===== config.mk =====
export PLATFORM = sky130hd
export DESIGN_NAME = bram_weight_loader
export DESIGN_NICKNAME = d
export VERILOG_FILES = /design/src/rtl/bram_weight_loader.sv
export SDC_FILE = /design/constraint.sdc
export NUM_CORES = 1
export LEC_CHECK = 0
export ABC_AREA = 1
export CORE_UTILIZATION = 42
export CTS_BUF_LIST = sky130_fd_sc_hd__clkbuf_4 sky130_fd_sc_hd__clkbuf_8 sky130_fd_sc_hd__clkbuf_16
export CTS_CLUSTER_SIZE = 14
export DETAILED_ROUTE_END_ITERATION = 10
export PLACE_DENSITY_LB_ADDON = 0.15
export SYNTH_ARGS = -nofsm -noshare
export SYNTH_HDL_FRONTEND = slang
export SYNTH_SLANG_ARGS = --single-unit

===== constraint.sdc =====
create_clock -name clk -period 1.5 [get_ports clk]
set_input_delay 0.225 -clock clk [delete_from_list [all_inputs] [get_ports clk]]
set_output_delay 0.225 -clock clk [all_outputs]
set_load 0.05 [all_outputs]

===== src/rtl/bram_weight_loader.sv =====
// Streams weight words into bram_dual port A, zero-pads the last partial line of a tile,
// flags each finished line and the sealed buffer to the port-B reader, and waits for release.
//   state | meaning
//   FILL  | accepting stream words
//   PAD   | writing zeros to finish the current line
//   FULL  | buffer sealed, waiting for buf_release
module bram_weight_loader #(
    parameter int A_WIDTH         = 32,
    parameter int COUNT           = 2,
    parameter int A_ADDRESS_WIDTH = 1,
    parameter int B_ADDRESS_WIDTH = 0,
    localparam int LA_W           = (B_ADDRESS_WIDTH > 0) ? B_ADDRESS_WIDTH : 1
) (
    input  logic                       clk,
    input  logic                       reset,
    input  logic                       s_valid,
    output logic                       s_ready,
    input  logic [A_WIDTH-1:0]         s_data,
    input  logic                       s_last,
    output logic                       bram_ena,
    output logic                       bram_wea,
    output logic [A_ADDRESS_WIDTH-1:0] bram_addra,
    output logic [A_WIDTH-1:0]         bram_dina,
    output logic                       line_done,
    output logic [LA_W-1:0]            line_addr,
    output logic                       buf_full,
    output logic [A_ADDRESS_WIDTH:0]   word_count,
    input  logic                       buf_release
);

    localparam int LW    = (COUNT > 1) ? $clog2(COUNT) : 0;
    localparam int DEPTH = 2 ** A_ADDRESS_WIDTH;
    localparam logic [A_ADDRESS_WIDTH-1:0] LINE_MASK = A_ADDRESS_WIDTH'(COUNT - 1);
    localparam logic [A_ADDRESS_WIDTH:0]   WC_MAX    = (A_ADDRESS_WIDTH + 1)'(DEPTH);

    typedef enum logic [1:0] {FILL, PAD, FULL} state_t;

    state_t                     state;
    state_t                     state_next;
    logic [A_ADDRESS_WIDTH-1:0] wr_ptr;
    logic                       accept;
    logic                       do_write;
    logic                       line_end;
    logic                       buf_end;
    logic [A_WIDTH-1:0]         wr_data;

    // With COUNT=1 the mask is zero, so every write ends a line.
    assign line_end = (wr_ptr & LINE_MASK) == LINE_MASK;
    assign buf_end  = &wr_ptr;
    assign accept   = s_valid && s_ready;

    always_ff @(posedge clk) begin
        if (reset) state <= FILL;
        else       state <= state_next;
    end

    always_comb begin
        state_next = state;
        case (state)
            FILL: begin
                if (accept) begin
                    if (buf_end || (s_last && line_end)) state_next = FULL;
                    else if (s_last)                     state_next = PAD;
                end
            end
            PAD:     if (line_end) state_next = FULL;
            FULL:    if (buf_release) state_next = FILL;
            default: state_next = FILL;
        endcase
    end

    always_comb begin
        s_ready  = 1'b0;
        do_write = 1'b0;
        wr_data  = '0;
        case (state)
            FILL: begin
                s_ready  = 1'b1;
                do_write = s_valid;
                wr_data  = s_data;
            end
            PAD:     do_write = 1'b1;
            default: ;
        endcase
    end

    // buf_full trails the FULL state by one cycle so the last write has landed first.
    always_ff @(posedge clk) begin
        if (reset) begin
            wr_ptr     <= '0;
            word_count <= '0;
            bram_ena   <= 1'b0;
            bram_wea   <= 1'b0;
            bram_addra <= '0;
            bram_dina  <= '0;
            line_done  <= 1'b0;
            line_addr  <= '0;
            buf_full   <= 1'b0;
        end else begin
            bram_ena  <= do_write;
            bram_wea  <= do_write;
            line_done <= do_write && line_end;
            buf_full  <= (state == FULL) && !buf_release;
            if (do_write) begin
                bram_addra <= wr_ptr;
                bram_dina  <= wr_data;
                if (!buf_end) wr_ptr <= wr_ptr + A_ADDRESS_WIDTH'(1);
            end
            if (do_write && line_end) line_addr <= LA_W'(wr_ptr >> LW);
            if (accept && word_count != WC_MAX) word_count <= word_count + (A_ADDRESS_WIDTH + 1)'(1);
            if (state == FULL && buf_release) begin
                wr_ptr     <= '0;
                word_count <= '0;
            end
        end
    end

endmodule


==> metrics.md, run 1 <==
| Metric | Value |
|---|---|
| Detailed router's first-iteration violation count | `52` |
| Synth warn | `0` |
| Worst R2R End | `bram_dina[28]` |
| # port buffers | `76` |
| Setup WS pre-CTS | `-0.00442 ns` |
| Wire length on met2 | `1.63 mm` |
| Run status | `complete, no violations` |
| Maximum vdd ir drop | `0.764 mV` |
| Layout Nets | `305` |
| RSZ-0062 raised after global routing | `no` |
| CTS Buffer Depth | `2` |
| Fin crit share | `82.7%` |
| Clock Skew | `0.00636 ns` |
| Post-DP HPWL | `2.42 mm` |
| Area growth from synthesis to layout | `49.4%` |
| Pwr Total | `3.40 mW` |
| Sequential share of the synthesized area | `52.9%` |
| EDFF count, synth | `0` |
| Leading cell type in the layout, fill and taps excluded | `nand2_1` |
| Global-route wire length before repair | `5.77 mm` |
| N_diodes | `0` |
| Largest net degree at the start of global routing | `36` |
| Setup Buffers After CTS | `0` |
| Synth Register Bits | `41` |
| Arr. time, crit path | `1.45 ns` |
| Drt first pass iters | `4` |
| Post-DRT Antenna Nets | `0` |
| Core area | `3440 um2` |
| Initial antenna violation count | `0` |
| Clock Power Share | `26.5%` |
| Rows | `21` |
| Setup TNS | `0 ns` |
| WP data required | `1.71 ns` |
| Comb power frac | `35.3%` |
| Routed wire length | `3.46 mm` |
| Setup Crit Path Kind | `reg -> reg` |
| CTS resizes | `0` |
| Uppermost routed layer | `met4` |
| Die Y-Extent | `62.8 um` |
| H-tree Lvls | `2` |
| Hold Path Origin | `bram_dina[17]` |
| Syn Area/Cell | `8.00 um2` |
| Crit start category | `flip-flop` |
| Reg2Reg Setup Slack | `0.26 ns` |
| Vias/cell | `4.59` |
| Internal power | `2.15 mW` |
| Die Wd | `62.8 um` |
| Final worst setup slack | `0.260 ns` |
| Leak | `1.01 nW` |
| Inst Count DP | `306` |
| IO Count | `78` |
| Reg power frac | `38.2%` |
| Worst hold path class | `reg -> reg` |
| Metal3 WL | `266 um` |
| Worst skew pair latency | `0.28 ns` |
| P_sw | `1.25 mW` |
| Syn Nets | `232` |
| FF-to-FF Start | `state[0]` |
| Root Driver | `clkbuf_8` |
| Worst Path Max Fanout | `32` |
| Vias | `1441` |
| Finished Layout Cells | `314` |
| Layout cell share with drive strength beyond 1 | `22.4%` |
| Die area | `3940 um2` |
| Clk slew on worst S/H paths | `0.08 ns` |
| PwrDens | `1470 nW/um2` |
| Area after DPL | `2200 um2` |
| Period minus WS final | `1.24 ns` |
| Num Clock Sinks | `41` |
| Synthesized area | `1550 um2` |
| Top_reg_cell synth | `dfxtp_1` |
| # DRC | `0` |
| Gr usage total | `18.4%` |
| FFs w/ async S/R, synth | `0%` |
| Vias in the first global route | `1285` |
| Worst Hold Depth | `2` |
| Min-Delay Endpoint | `bram_dina[17]` |
| Crit. End Element | `flip-flop` |
| Final Hold Fails | `0` |
| Cells after Synth | `194` |
| Metal1 wirelength | `1.53 mm` |
| Achievable Freq | `807 MHz` |
| Slew Limit Fails | `0` |
| TritonCTS clock tree | `done` |
| RD Place Congestion | `0.725` |
| Max-cap check violation count | `0` |
| Wire per inst | `11.0 um` |
| Design area | `2320 um2` |
| Initial Util | `45.1%` |
| Grt total ovfl | `0` |
| # hold bufs at CTS | `0` |
| CTS Buf Count | `5` |
| Post-synthesis cell type count | `20` |
| Most frequent cells in the layout | `72 x nand2_1, 41 x dfxtp_1, 41 x buf_4` |
| Endpoints failing setup | `0` |
| Fraction of power spent switching nets | `36.7%` |
| Worst R2R Path Depth | `5` |
synth_stat cells (2+ instances only):
cell,count,area (um2)
dfxtp_1,41,821
o21ai_0,2,10.0
buf_4,2,15.0
a21oi_1,37,185
nand2_2,4,25.0
buf_6,6,67.6
nand3_1,4,20.0
nand2_4,2,22.5
nand2_1,72,270
inv_1,8,30.0
nor2_1,6,22.5
clkbuf_1,2,7.51
stage by stage:
| step | utilization [%] | hold WS, ns |
|---|---|---|
| after floorplan | - | 0.362 |
| after global placement | 63.9 | 0.452 |
| after detailed placement | 63.9 | 0.456 |
| after CTS | 67.4 | 0.469 |
| after global routing | 67.4 | 0.482 |
| final | 67.4 | 0.466 |
power groups by stage:
stage / Combinational [mW] / Clock [mW] / Sequential, mW
after floorplan: 0.500 / 0 / 1.70
after global placement: 1.20 / 0 / 1.32
after detailed placement: 1.21 / 0 / 1.32
after CTS: 1.21 / 0.920 / 1.30
after global routing: 1.28 / 0.975 / 1.32
final: 1.20 / 0.901 / 1.30
layer usage:
metal / track usage, % / up-vias
met3: 6.75 / 5
met2: 31.0 / 53
met4: 6.10 / 0
met5: 0 / -
li1: - / 753
met1: 21.4 / 630
how the worst max path moves through the flow:
| stage | startpoint | to | slack, ns |
|---|---|---|---|
| 2_1_floorplan | word_count[0] | word_count[0] | 0.18 |
| 3_3_place_gp | s_valid | bram_dina[21] | 0.04 |
| 3_5_place_dp | s_valid | bram_dina[22] | -0.004 |
| 4_1_cts | state[0] | bram_dina[28] | 0.25 |
| 5_1_grt | state[0] | bram_dina[28] | 0.13 |
| 6_report | state[0] | bram_dina[28] | 0.26 |
critical path, stage by stage (launching register included):
cell and delay, ns:
dfxtp_1 0.36, nor2_4 0.20, nand2_4 0.09, inv_4 0.28
nand2_1 0.09, a21oi_1 0.15
registers in the layout, summed over array words and instances, names as in the netlist:
| signal | flops |
|---|---|
| bram_dina | 32 |
| state | 2 |
| word_count | 2 |
| bram_addra | 1 |
| bram_wea | 1 |
| buf_end | 1 |
| buf_full | 1 |
| line_done | 1 |
layout make-up:
type	instances	area (um2)
Fill cell	312	1120
Sequential cell	41	821
Timing Repair Buffer	78	688
Multi-Input combinational cell	131	592
Clock buffer	6	82.6
Tap cell	46	57.6
Inverter	10	40.0
Clock inverter	2	37.5
logic make-up (layout without fill, tap and decap cells):
group	Yosys count	after routing	share of synthesized area, %
buf+inv	22	96	8.95
simple gates	89	89	24.0
compound gates	40	40	13.1
flops	41	41	52.9
other cells	1	1	0.242
fa+ha+maj	1	1	0.806
(Power assumes the default switching activity.)
==> run 2, diff against run 1 <==
Settings changed: CORE_UTILIZATION 42 to 39.
Clock period 1.5 ns to 1.25 ns, I/O delays scaled along.
==> metrics.md, run 2 (synthesis gave the netlist of run 1 again) <==
| Metric | Value |
|---|---|
| Run status | `complete, no violations` |
| CTS Buf Count | `5` |
| Layout cell share with drive strength beyond 1 | `25.8%` |
| H-tree Lvls | `2` |
| Root Driver | `clkbuf_8` |
| Vias in the first global route | `1450` |
| Largest register by flop count | `bram_dina` |
| Worst R2R End | `word_count[0]` |
| Largest net degree at the start of global routing | `36` |
| Worst Path Max Fanout | `4` |
| Area growth from synthesis to layout | `85.6%` |
| CP Cell Sequence | `nor2_4 > buf_12` |
| Leak | `1.17 nW` |
| Drt first pass iters | `4` |
| Grt total ovfl | `0` |
| PwrDens | `1530 nW/um2` |
| RD Place Congestion | `0.719` |
| # DRC | `0` |
| Num Clock Sinks | `41` |
| Post-DRT Antenna Nets | `0` |
| Initial antenna violation count | `0` |
| Wire per inst | `11.7 um` |
| Buf+Inv Stages, Crit Path | `1` |
| Reg2Reg Setup Slack | `0.13 ns` |
| Setup Crit Path Kind | `reg -> out` |
| GR Layer Usage met3 | `7.57%` |
| Fin crit share | `94.5%` |
| Crit. End Element | `primary output` |
| WP data required | `1.06 ns` |
| Routed wire length | `3.77 mm` |
| Core area | `3740 um2` |
| Hold slack | `0.447 ns` |
| Max FFs per register | `32` |
| Rows | `22` |
| Leading cell type in the layout, fill and taps excluded | `nand2_1` |
| Most frequent cells in the layout | `72 x nand2_1, 42 x buf_12, 38 x dfxtp_1` |
| Pwr Total | `4.40 mW` |
| Design area | `2880 um2` |
| Vias/cell | `4.57` |
| # port buffers | `76` |
| IO Count | `78` |
| Detailed router's first-iteration violation count | `64` |
| Multi-input gate area | `603 um2` |
| Met1 Usage GRT | `20.9%` |
| Worst R2R Path Depth | `6` |
| Die Y-Extent | `65.1 um` |
| Area after DPL | `2780 um2` |
| CTS Buffer Depth | `2` |
| Clk slew on worst S/H paths | `0.07 ns` |
| Die Wd | `65.1 um` |
| Gr usage total | `19.8%` |
| Setup TNS | `0 ns` |
| Achievable Freq | `846 MHz` |
| Initial Util | `41.4%` |
| Post-route core utilization | `76.9%` |
| Worst Hold Depth | `3` |
| Layer with the highest usage | `met2` |
| Final Hold Fails | `0` |
| RSZ-0062 raised after global routing | `no` |
| Min-Delay Endpoint | `bram_dina[17]` |
| Filler cells | `277` |
| Die area | `4230 um2` |
| TritonCTS clock tree | `done` |
| Maximum vdd ir drop | `1.10 mV` |
| Sequential standard cell area | `825 um2` |
| Slew Limit Fails | `0` |
| Crit start category | `flip-flop` |
| Period minus WS final | `1.18 ns` |
| Layout Nets | `313` |
| Max-cap check violation count | `0` |
| Slowest Stage Delay on Critical Path | `0.35 ns` |
| Arr. time, crit path | `0.99 ns` |
| Endpoints failing setup | `0` |
| Delay-heaviest family, CP | `flip-flops` |
| Global-route wire length before repair | `6.35 mm` |
| Clock Skew | `0.00271 ns` |
| Grt met2 use | `35.0%` |
| Slowest CP cell | `dfxtp_2` |
| Post-DP HPWL | `2.90 mm` |
| Worst hold path class | `in -> reg` |
| Worst skew pair latency | `0.29 ns` |
| FF-to-FF Start | `state[0]` |
| N_diodes | `0` |
| Registers with the most flip-flops | `bram_dina x32, state x2, word_count x2` |
| Vias | `1477` |
| Hold Path Origin | `s_data[17]` |
==> run 2: changes by cell type in the layout (fill, tap and decap cells not counted), sizes merged <==
cell,change
clkbuf,+1
clkinvlp,-1
buf,+8
bufinv,-1
==> run 2: worst max path at each step <==
stage	start	depth (start not counted)	slack, ns	to
after floorplan	word_count[1]	4	0.03	word_count[1]
after global placement	s_valid	6	-0.11	bram_dina[31]
after detailed placement	s_valid	6	-0.15	bram_dina[30]
after CTS	state[0]	5	0.05	bram_dina[22]
after global routing	state[0]	5	0.02	word_count[0]
final	state[0]	2	0.07	s_ready
==> run 2: power breakdown <==
part	switching, mW	internal [mW]	total, mW
combinational	1.00	0.890	1.89
clock	0.415	0.459	0.875
sequential	0.167	1.47	1.63
==> run 2: per-layer routing <==
metal  share of wire, %  up-vias
li1                   -      771
met1                 41      662
met2                 52       39
met3                6.3        5
met4                1.4        0
met5                  0        -
==> run 2: cell type report <==
type                            count  area share, %
Clock buffer                        7           3.13
Inverter                           10           1.39
Multi-Input combinational cell    131           20.9
Sequential cell                    41           28.6
Tap cell                           48           2.09
Timing Repair Buffer               86           43.8
==> run 2: worst reg2reg max path, stage by stage, from the launching register on <==
cell and delay [ns]:
dfxtp_2 0.35, nor2_4 0.20, nand2_4 0.08, buf_4 0.15, nor2_2 0.09, nand2_1 0.06, a21oi_1 0.12
==> run 2: through the flow <==
step	cells	worst slack, ns
after floorplan	194	0.0329
after global placement	317	-0.106
after detailed placement	317	-0.146
after CTS	323	0.0531
after global routing	323	0.0154
final	323	0.0682
==> run 2: timing repair <==
action	4_1_cts	5_1_grt
buffers inserted	0	0
gates resized for setup	2	2
setup endpoints to repair	1	10
hold buffers	0	0
pin swaps	1	1
cloned	0	0
